### src/rtl/var_delay_line.sv
// var_delay_line: runtime-programmable valid-tagged delay line with stall, flush and in-flight count
module var_delay_line #(
    parameter int N             = 4,
    parameter int MAX_DELAY     = 8,
    parameter int DEFAULT_DELAY = 2,
    parameter int SEL_W         = $clog2(MAX_DELAY + 1)
) (
    input  logic             clk,
    input  logic             rst,
    input  logic             ce,
    input  logic             flush,
    input  logic [SEL_W-1:0] delay_sel,
    input  logic             ivalid,
    input  logic [N-1:0]     idata,
    output logic             ovalid,
    output logic [N-1:0]     odata,
    output logic [SEL_W-1:0] inflight,
    output logic             sel_err
);
    logic [MAX_DELAY:1] r_v;
    logic [N-1:0]       r_d [1:MAX_DELAY];
    logic [SEL_W-1:0]   r_sel;
    logic [SEL_W-1:0]   w_req;
    logic [MAX_DELAY:0] w_v;
    logic [N-1:0]       w_d [0:MAX_DELAY];

    assign sel_err = delay_sel > SEL_W'(MAX_DELAY);
    assign w_req   = sel_err ? SEL_W'(MAX_DELAY) : delay_sel;
    assign w_v     = {r_v, ivalid};
    assign ovalid  = w_v[r_sel];
    assign odata   = ovalid ? w_d[r_sel] : '0;

    // tap view: index 0 is the live input (zero-delay bypass), index k is stage k
    always_comb begin
        w_d[0] = idata;
        for (int k = 1; k <= MAX_DELAY; k++) w_d[k] = r_d[k];
    end

    // count valid samples only within the active delay window
    always_comb begin
        inflight = '0;
        for (int k = 1; k <= MAX_DELAY; k++)
            if (SEL_W'(k) <= r_sel && r_v[k]) inflight = inflight + SEL_W'(1);
    end

    // stage shifting with flush, reprogram-discard and stall, flush taking precedence
    always_ff @(posedge clk or posedge rst) begin
        if (rst) begin
            r_v   <= '0;
            for (int k = 1; k <= MAX_DELAY; k++) r_d[k] <= '0;
            r_sel <= SEL_W'(DEFAULT_DELAY);
        end else if (flush) begin
            r_v   <= '0;
            for (int k = 1; k <= MAX_DELAY; k++) r_d[k] <= '0;
            r_sel <= w_req;
        end else if (w_req != r_sel) begin
            r_sel <= w_req;
            r_v   <= '0;
            for (int k = 2; k <= MAX_DELAY; k++) r_d[k] <= '0;
            r_v[1] <= ce & ivalid;
            r_d[1] <= ce ? idata : '0;
        end else if (ce) begin
            r_v[1] <= ivalid;
            r_d[1] <= idata;
            for (int k = 2; k <= MAX_DELAY; k++) begin
                r_v[k] <= r_v[k-1];
                r_d[k] <= r_d[k-1];
            end
        end
    end
endmodule
### config.mk
export PLATFORM = sky130hd
export DESIGN_NAME = var_delay_line
export DESIGN_NICKNAME = d
export VERILOG_FILES = /design/src/rtl/var_delay_line.sv
export SDC_FILE = /design/constraint.sdc
export NUM_CORES = 1
export LEC_CHECK = 0
export BUFFER_PORTS_ARGS = -buffer_cell sky130_fd_sc_hd__clkbuf_2
export CAP_MARGIN = 20
export CORE_AREA = 2 2 57 100
export DETAILED_ROUTE_END_ITERATION = 6
export DIE_AREA = 0 0 59 102
export GPL_ROUTABILITY_DRIVEN = 0
export HOLD_SLACK_MARGIN = 0.12
export PLACE_DENSITY = 0.72
export SLEW_MARGIN = 20
export SYNTH_ARGS = -nofsm -noshare
export SYNTH_HDL_FRONTEND = slang
export SYNTH_SLANG_ARGS = --single-unit
### constraint.sdc
create_clock -name clk -period 5.7 [get_ports clk]
set_input_delay 0.285 -clock clk [delete_from_list [all_inputs] [get_ports clk]]
set_output_delay 0.285 -clock clk [all_outputs]
set_load 0.01 [all_outputs]
==> results of run 1 <==
[worst max-delay path: stages, from the launching register on]
cell	delay (ns)
dfrtp_1	0.59
o31ai_1	0.47
inv_1	0.12
ha_1	0.37
inv_1	0.11
xnor2_1	0.14
ha_1	0.30
nor2b_1	0.14
o21ai_0	0.17
nand3_1	0.10
mux2_2	0.24
nand2_1	0.09
ha_1	0.33
xnor3_1	0.37
and3_1	0.18
a211oi_1	0.30
a2bb2oi_1	0.24
xnor2_1	0.13
clkbuf_2	0.15
[synth_stat cells (all sizes together) (2+ instances only)]
cell type and n:
a21oi 12, a22o 35, a2bb2oi 2, and2 6
and3 4, buf 4, clkbuf 17, dfrtp 43
ha 9, inv 5, mux2 3, mux2i 6
mux4 10, nand2 27, nand3 2, nand4b 2
nor2 14, nor2b 7, nor3 2, o211ai 2
o21a 3, o21ai 9, o31ai 2, xnor2 13
xnor3 4, xor2 2
[metal layers]
layer,part of all wire [%],vias to the layer above,GRT usage (%)
li1,-,993,-
met1,39,1032,26.1
met2,57,34,38.5
met3,2.4,9,2.53
met4,1.6,0,8.04
met5,0,-,0
[cells by family after synthesis]
group                    count (synthesis)  synth area share, %
buffers and inverters                   26                 4.08
multiplexers                            19                 11.4
XOR/XNOR                                19                 7.98
AO/OA/AOI/OAI                           75                 20.8
AND/OR/NAND/NOR                         69                 12.2
flip-flops                              44                 39.5
adder cells (fa/ha/maj)                  9                 4.04
[worst max path at each step]
stage / end / slack, ns / cells after the start
floorplan: inflight[3] / 1.13 / 18
global placement: inflight[3] / 1.05 / 18
detailed placement: inflight[3] / 0.90 / 18
CTS: inflight[3] / 0.56 / 18
global route: inflight[3] / 0.20 / 18
finish: inflight[3] / 0.57 / 18
[cell type report]
class | instances | area, sq um | area share [%]
Inverter | 5 | 18.8 | 0.625
Sequential cell | 44 | 1100 | 36.7
Clock buffer | 6 | 82.6 | 2.75
Multi-Input combinational cell | 191 | 1580 | 52.6
Tap cell | 55 | 68.8 | 2.29
Clock inverter | 2 | 10.0 | 0.333
Timing Repair Buffer | 26 | 140 | 4.67
[flip-flops by register name (all words and copies together) (netlist names)]
signal,count
r_sel,4
r_v,8
r_d,32
[where the power goes]
group          switching, uW  leakage, uW  internal (uW)  total [uW]
sequential              7.81     0.000604            315         323
combinational           30.8     0.000735           23.7        54.4
clock                    105    0.0000510           96.8         202
[metrics by stage]
stage / utilization [%] / instances / power [uW] / hold WS, ns / setup slack, ns
global placement: 56.3 / 321 / 383 / 0.432 / 1.05
CTS: 58.1 / 329 / 587 / 0.126 / 0.557
finish: 58.1 / 329 / 580 / 0.115 / 0.575
floorplan: - / 261 / 368 / 0.337 / 1.13
global route: 58.1 / 329 / 604 / 0.165 / 0.196
detailed placement: 56.3 / 321 / 384 / 0.436 / 0.901
==> impl_metrics.yaml, run 1 <==
status:
  status: "complete, no violations"
global_routing:
  grt_max_degree: 45
  grt_pass1_wl_microns: 9900
  grt_usage_pct: 21.5
  overflow: 0
  antenna_found_initial: 0
  grt_pass1_vias: 2058
worst_setup_path:
  reg2regPathDepth: 6
  rrSetupSlack_ns: 3.06
  arrival_ns: 4.84
  cp-end-kind: "primary output"
  crit_start: "r_sel[2]"
  cp-start-kind: "flop"
  crit_fanout: 16
  critPathRequiredTime_ns: 5.41
  critical_path_class: "reg -> out"
  r2r-start: "r_sel[2]"
  r2r-end: "r_d[20]"
timing:
  fin_setup_tns_ns: 0
  min_period_over_period_pct: 89.9
  hold_violations: 0
  finalMaxSlewViolations: 0
  slew_headroom_pct: 44.3
  fin_worst_skew_ns: 0.00472
  setup_viol: 0
  finalCriticalPeriod_ns: 5.13
  grt_setup_unrepaired: "false"
  fmax_mhz: 195
  tightest_slew_ns: 0.825
drt:
  wl_microns: 5860
  drc_errors: 0
  drtIter0Drc: 77
  vias: 2068
  viasPerCell: 6.29
  wl_per_cell_microns: 17.8
  dr.pass1.iters: 4
  ant_nets: 0
clock_tree:
  clkSinkCount: 44
  clk_pin_slew_ns: 0.08
  numCtsBuffers: 5
  cts_buffer_depth: 2
  root_buffer: "clkbuf_8"
  cts_tree: "yes"
  cts_setup_buffers: 0
  clock_latency_ns: 0.29
  cts_resized: 0
  holdBufCountCts: 0
  h-tree-depth: 2
placement:
  dpl.hpwl_microns: 4110
  place_area_sq_um: 2910
  portBuffers: 22
final_layout:
  drive_gt1_share_pct: 19.0
  fillers: 448
  design_area_sq_um: 3000
  nNetsFinal: 295
  final_common_cell: "dfrtp_1"
  antenna_cells: 0
  final_cell_mix: "dfrtp_1 (43), a22o_1 (35), nand2_1 (27)"
  area_growth_pct: 7.58
power:
  ir_drop_mv: 0.179
  p_leak_uw: 0.00139
  powerDensity_nw_per_um2: 193
synthesis:
  netlist.top_cell.by_area: "dfrtp_1"
  ys_ff_latch: 44
  synthArstFlopShare_pct: 100
  yosysSeqAreaShare_pct: 39.5
  synth_edf_count: 0
  yosys_warnings: 0
  netlist_area_sq_um: 2790
  netlist_instances: 261
  ys_types: 47
  syn-num-nets: 283
  synth_top_area_share_pct: 38.6
  synth_ff_type: "dfrtp_1"
  synthTopCellsByArea: "dfrtp_1 (39%), a22o_1 (11%), mux4_2 (8.1%), xnor2_1 (4.1%), ha_1 (4.0%)"
  avgSynthCellArea_sq_um: 10.7
die:
  initial_core_util_pct: 54.0
  die-width_microns: 59
  row_count: 35
  top_level_ports: 23
  coreArea_sq_um: 5170
  die_h_microns: 102
  dieArea_sq_um: 6020
hold_path:
  worstHoldPathType: "in -> async"
run:
  drv_cap: 0
Power figures use the tool's default switching activity.
==> inputs of run 2 (changes only) <==
--- a/config.mk
+++ b/config.mk
@@ -11,6 +11,7 @@
 export DETAILED_ROUTE_END_ITERATION = 6
 export DIE_AREA = 0 0 59 102
 export GPL_ROUTABILITY_DRIVEN = 0
+export GPL_TIMING_DRIVEN = 0
 export HOLD_SLACK_MARGIN = 0.12
 export PLACE_DENSITY = 0.72
 export SLEW_MARGIN = 20
==> run 2 against run 1 <==
  * Final area up 3.3%
  * Flip-flop and latch count unchanged
  * Core utilization up 1.9 points
  * Combinational power up 17%
  * Critical path depth up 1
  * Critical endpoint unchanged
  * Clock power up 16%
  * Sequential share of layout area down 1.2 points
  * Critical path type unchanged
  * Fmax down 3.3%
  * Via count up 1.8%
  * Highest routed layer unchanged
  * Final cell count up 4.9%
  * Count of clock-buffer cells in the layout unchanged
==> impl_metrics.yaml, run 2 (same netlist as run 1, synthesis figures left out) <==
status:
  status: "complete, no violations"
worst_setup_path:
  worstSetupEndpoint: "inflight[3]"
  path_cells: "clkbuf_1 > clkbuf_1 > o41a_1 > ha_1 > inv_1 > xnor2_1 > ha_1 > nor2b_1 > o21ai_0 > nand3_1 > mux2_2 > nand2_1 > ha_1 > xnor3_1 > and3_1 > a211oi_1 > a2bb2oi_1 > xnor2_1 > clkbuf_2"
  slowest_delay_ns: 0.42
  crit_start: "r_sel[3]"
  r2r-start: "r_sel[2]"
  crit_fanout: 10
  path_buf_inv: 4
  critPathRequiredTime_ns: 5.41
  cp_slowest_cell: "o41a_1"
  arrival_ns: 5.01
  cp-end-kind: "primary output"
  critical_path_class: "reg -> out"
  crit_cells: 19
  reg2regPathDepth: 7
  cp-start-kind: "flop"
  worst_path_most_repeated_cell: "ha_1"
  rrSetupSlack_ns: 2.62
  r2r-end: "r_d[27]"
  cp_top_family: "compound AO/OA/AOI/OAI gates"
global_routing:
  overflow: 0
  grt_pass1_vias: 2125
  antenna_found_initial: 0
  grt_usage_pct: 21.6
  grt_pass1_wl_microns: 9840
  grt_max_degree: 26
drt:
  vias: 2106
  met2_length_microns: 3170
  met1Wirelength_microns: 2370
  drtIter0Drc: 66
  wl_per_cell_microns: 16.8
  drc_errors: 0
  dr.pass1.iters: 4
  ant_nets: 0
  dr.max_layer_used: "met4"
  viasPerCell: 6.10
  wl_microns: 5810
  wl_met3_microns: 120
clock_tree:
  cts_tree: "yes"
  h-tree-depth: 2
  cts_setup_buffers: 0
  numCtsBuffers: 5
  root_buffer: "clkbuf_8"
  clk_pin_slew_ns: 0.08
  cts_buffer_depth: 2
  clkSinkCount: 44
  clock_latency_ns: 0.30
die:
  coreArea_sq_um: 5170
  dieArea_sq_um: 6020
  die-width_microns: 59
  top_level_ports: 23
  row_count: 35
  initial_core_util_pct: 54.0
  die_h_microns: 102
timing:
  min_period_over_period_pct: 93.0
  hold_violations: 0
  grt_setup_unrepaired: "false"
  finalMaxSlewViolations: 0
  fmax_mhz: 189
  tightest_slew_ns: 1.07
  slew_headroom_pct: 28.8
  finalCriticalPeriod_ns: 5.30
  fin_worst_skew_ns: 0.00918
  fin_setup_tns_ns: 0
  hold_slack_ns: 0.219
  setup_viol: 0
power:
  ir_drop_mv: 0.229
  p_leak_uw: 0.00142
  total_power_uw: 616
  powerDensity_nw_per_um2: 199
final_layout:
  antenna_cells: 0
  area_growth_pct: 11.1
  final_cell_mix: "dfrtp_1 (43), a22o_1 (35), nand2_1 (27)"
  nNetsFinal: 311
  top_regs: "r_d x32, r_v x8, r_sel x4"
  largest_reg_flops: 32
  design_area_sq_um: 3100
  top_register: "r_d"
  fillers: 454
  final_common_cell: "dfrtp_1"
  layout.cells.non_filler: 345
  drive_gt1_share_pct: 17.6
hold_path:
  holdPathStages: 2
  worstHoldPathType: "in -> reg"
placement:
  place_area_sq_um: 2980
  dpl.hpwl_microns: 4410
  portBuffers: 21
  place_inst: 338
run:
  drv_cap: 0
==> run 2: layout make-up <==
class / count / area [sq um] / area share (%)
multi-input combinational: 191 / 1580 / 50.9
sequential: 44 / 1100 / 35.6
timing repair buffer: 23 / 135 / 4.36
buffer: 19 / 87.6 / 2.83
clock buffer: 6 / 72.6 / 2.34
tap: 55 / 68.8 / 2.22
clock inverter: 2 / 35.0 / 1.13
inverter: 5 / 18.8 / 0.606
==> run 2: power by group <==
part | switching, uW | internal [uW]
logic | 37.0 | 26.7
registers | 2.81 | 315
clock network | 104 | 130
total | 144 | 472
==> run 2: repair_timing <==
item	4_1_cts	5_1_grt
hold buffers	1	0
setup endpoints to repair	0	1
resized for setup	0	1
endpoints found under the hold margin	19	0
==> run 2: worst min path at each step <==
stage	from	slack, ns	endpoint
2_1_floorplan	delay_sel[3]	0.34	r_sel[1]
3_3_place_gp	r_d[1]	0.49	r_d[1]
3_5_place_dp	rst	0.30	r_d[24]
4_1_cts	delay_sel[1]	0.22	r_sel[1]
5_1_grt	delay_sel[1]	0.23	r_sel[1]
6_report	delay_sel[1]	0.22	r_sel[1]
==> run 2: through the flow <==
stage	utilization [%]	setup WS (ns)
after floorplan	-	1.13
after global placement	57.4	0.551
after detailed placement	57.7	0.514
after CTS	60.0	0.162
after global routing	60.0	0.0376
final	60.0	0.401
==> run 2: worst reg2reg max path, cell delays in order, from the launching register on <==
cell	delay, ns
dfrtp_1	0.46
clkbuf_1	0.33
o2bb2ai_1	0.21
and3_1	0.16
clkbuf_1	0.26
nor3b_1	0.90
clkbuf_1	0.46
a22o_1	0.23
==> run 2: layer usage <==
metal	track usage [%]	up-vias
met3	2.41	10
met4	9.62	0
met1	23.5	1045
met2	40.7	30
met5	0	-
li1	-	1021
==> inputs of run 3 (changes only) <==
--- a/config.mk
+++ b/config.mk
@@ -14,6 +14,7 @@
 export GPL_TIMING_DRIVEN = 0
 export HOLD_SLACK_MARGIN = 0.12
 export PLACE_DENSITY = 0.72
+export REMOVE_ABC_BUFFERS = 1
 export SLEW_MARGIN = 20
 export SYNTH_ARGS = -nofsm -noshare
 export SYNTH_HDL_FRONTEND = slang
==> run 3 against run 2 <==
  * Clock power is 14% lower
  * First-iteration DRC count is 38% higher
  * Combinational power is 17% lower
  * Routed wire length is 2.7% lower
  * Global-route usage is 1.1 points lower
  * Count of clock-buffer cells in the layout stayed put
==> impl_metrics.yaml, run 3 (same netlist as run 1, synthesis figures left out) <==
status:
  status: "complete, no violations"
worst_setup_path:
  rrSetupSlack_ns: 2.85
  crit_fanout: 16
  worst_path_most_repeated_cell: "ha_1"
  cp-start-kind: "flop"
  critPathRequiredTime_ns: 5.41
  cp_slowest_cell: "dfrtp_1"
  reg2regPathDepth: 7
  worstSetupEndpoint: "inflight[3]"
  slowest_delay_ns: 0.68
  cp-end-kind: "primary output"
  arrival_ns: 5.04
  path_cells: "o41a_1 > ha_1 > inv_1 > xnor2_1 > ha_1 > nor2b_1 > o21ai_0 > nand3_1 > mux2_2 > nand2_1 > ha_1 > xnor3_1 > and3_1 > a211oi_1 > a2bb2oi_1 > xnor2_1 > clkbuf_2"
  critical_path_class: "reg -> out"
  crit_start: "r_sel[0]"
  r2r-start: "r_sel[2]"
  r2r-end: "r_d[15]"
timing:
  min_period_over_period_pct: 93.4
  setup_viol: 0
  hold_violations: 0
  slew_headroom_pct: 27.5
  grt_setup_unrepaired: "false"
  finalMaxSlewViolations: 0
  fmax_mhz: 188
  tightest_slew_ns: 1.07
  finalCriticalPeriod_ns: 5.32
  fin_setup_tns_ns: 0
  fin_worst_skew_ns: 0.0101
die:
  top_level_ports: 23
  initial_core_util_pct: 54.0
  coreArea_sq_um: 5170
  row_count: 35
  dieArea_sq_um: 6020
  die-width_microns: 59
  die_h_microns: 102
final_layout:
  largest_reg_flops: 32
  layout.cells.non_filler: 329
  final_common_cell: "dfrtp_1"
  drive_gt1_share_pct: 19.3
  area_growth_pct: 8.30
  top_register: "r_d"
  fillers: 452
  final_cell_mix: "dfrtp_1 (43), a22o_1 (35), nand2_1 (27)"
  antenna_cells: 0
  nNetsFinal: 295
  top_regs: "r_d x32, r_v x8, r_sel x4"
clock_tree:
  clk_pin_slew_ns: 0.08
  holdBufCountCts: 1
  clkSinkCount: 44
  clock_latency_ns: 0.30
  cts_setup_buffers: 0
  cts_resized: 0
  cts_buffer_depth: 2
  root_buffer: "clkbuf_8"
  h-tree-depth: 2
  cts_tree: "yes"
  numCtsBuffers: 5
drt:
  wl_microns: 5660
  dr.max_layer_used: "met4"
  wl_per_cell_microns: 17.2
  drc_errors: 0
  viasPerCell: 6.29
  drtIter0Drc: 91
  vias: 2070
  wl_met3_microns: 121
  ant_nets: 0
  dr.pass1.iters: 4
  met2_length_microns: 2980
  met1Wirelength_microns: 2420
hold_path:
  worstHoldPathType: "in -> reg"
placement:
  dpl.hpwl_microns: 4030
  place_inst: 320
  portBuffers: 22
global_routing:
  antenna_found_initial: 0
  grt_usage_pct: 20.5
  overflow: 0
  grt_pass1_vias: 1949
  grt_max_degree: 36
  grt_pass1_wl_microns: 9390
power:
  powerDensity_nw_per_um2: 192
  ir_drop_mv: 0.195
  p_leak_uw: 0.00139
run:
  drv_cap: 0
## run 3: cell count changes in the layout (fill, tap and decap cells not counted), sizes merged
cell    before  now
buf          4    3
bufinv       1    0
clkbuf      43   28
clkinv       1    2
## run 3: through the flow
stage	hold slack [ns]	power, uW	util (%)	instance area (sq um)	setup slack, ns
final	0.172	581	58.5	3020	0.379
after global routing	0.171	605	58.5	3020	0.0237
after CTS	0.163	588	58.5	3020	0.338
after detailed placement	0.255	385	56.5	2920	0.705
after global placement	0.478	382	55.6	2870	0.692
after floorplan	0.316	363	-	2700	1.26
## run 3: layout make-up
cell class / instances / area (sq um) / area share (%)
clock buffers: 6 / 82.6 / 2.73
clock inverters: 2 / 10.0 / 0.331
inverters: 5 / 18.8 / 0.621
flip-flops and latches: 44 / 1100 / 36.5
well taps: 55 / 68.8 / 2.28
repair buffers: 26 / 159 / 5.26
multi-input cells: 191 / 1580 / 52.3
## run 3: report_power, final
group	total (uW)	switching, uW	internal (uW)
sequential	326	10.8	315
combinational	52.7	28.0	24.7
clock	202	105	96.7
total	581	144	437
## run 3: metal layers
metal	GRT usage [%]	up-vias
met3	2.28	11
met5	0	-
met2	34.9	33
li1	-	986
met1	26.1	1040
met4	8.92	0
## run 3: how the worst min path moves through the flow
| stage | from | endpoint | slack [ns] | cells after the start |
|---|---|---|---|---|
| floorplan | delay_sel[3] | r_sel[3] | 0.32 | 0 |
| global placement | delay_sel[3] | r_sel[3] | 0.48 | 1 |
| detailed placement | rst | r_sel[3] | 0.25 | 2 |
| CTS | delay_sel[3] | r_sel[3] | 0.16 | 1 |
| global route | delay_sel[3] | r_sel[3] | 0.17 | 1 |
| finish | delay_sel[3] | r_sel[3] | 0.17 | 1 |
## run 3: worst max-delay path: cells and delay by family, from the launching register on
kind,cells,cell delay [ns]
compound gates,4,1.35
xor+xnor,3,0.64
fa+ha+maj,3,1.01
buf+inv,2,0.27
flops,1,0.68
mux,1,0.25
simple gates,4,0.53
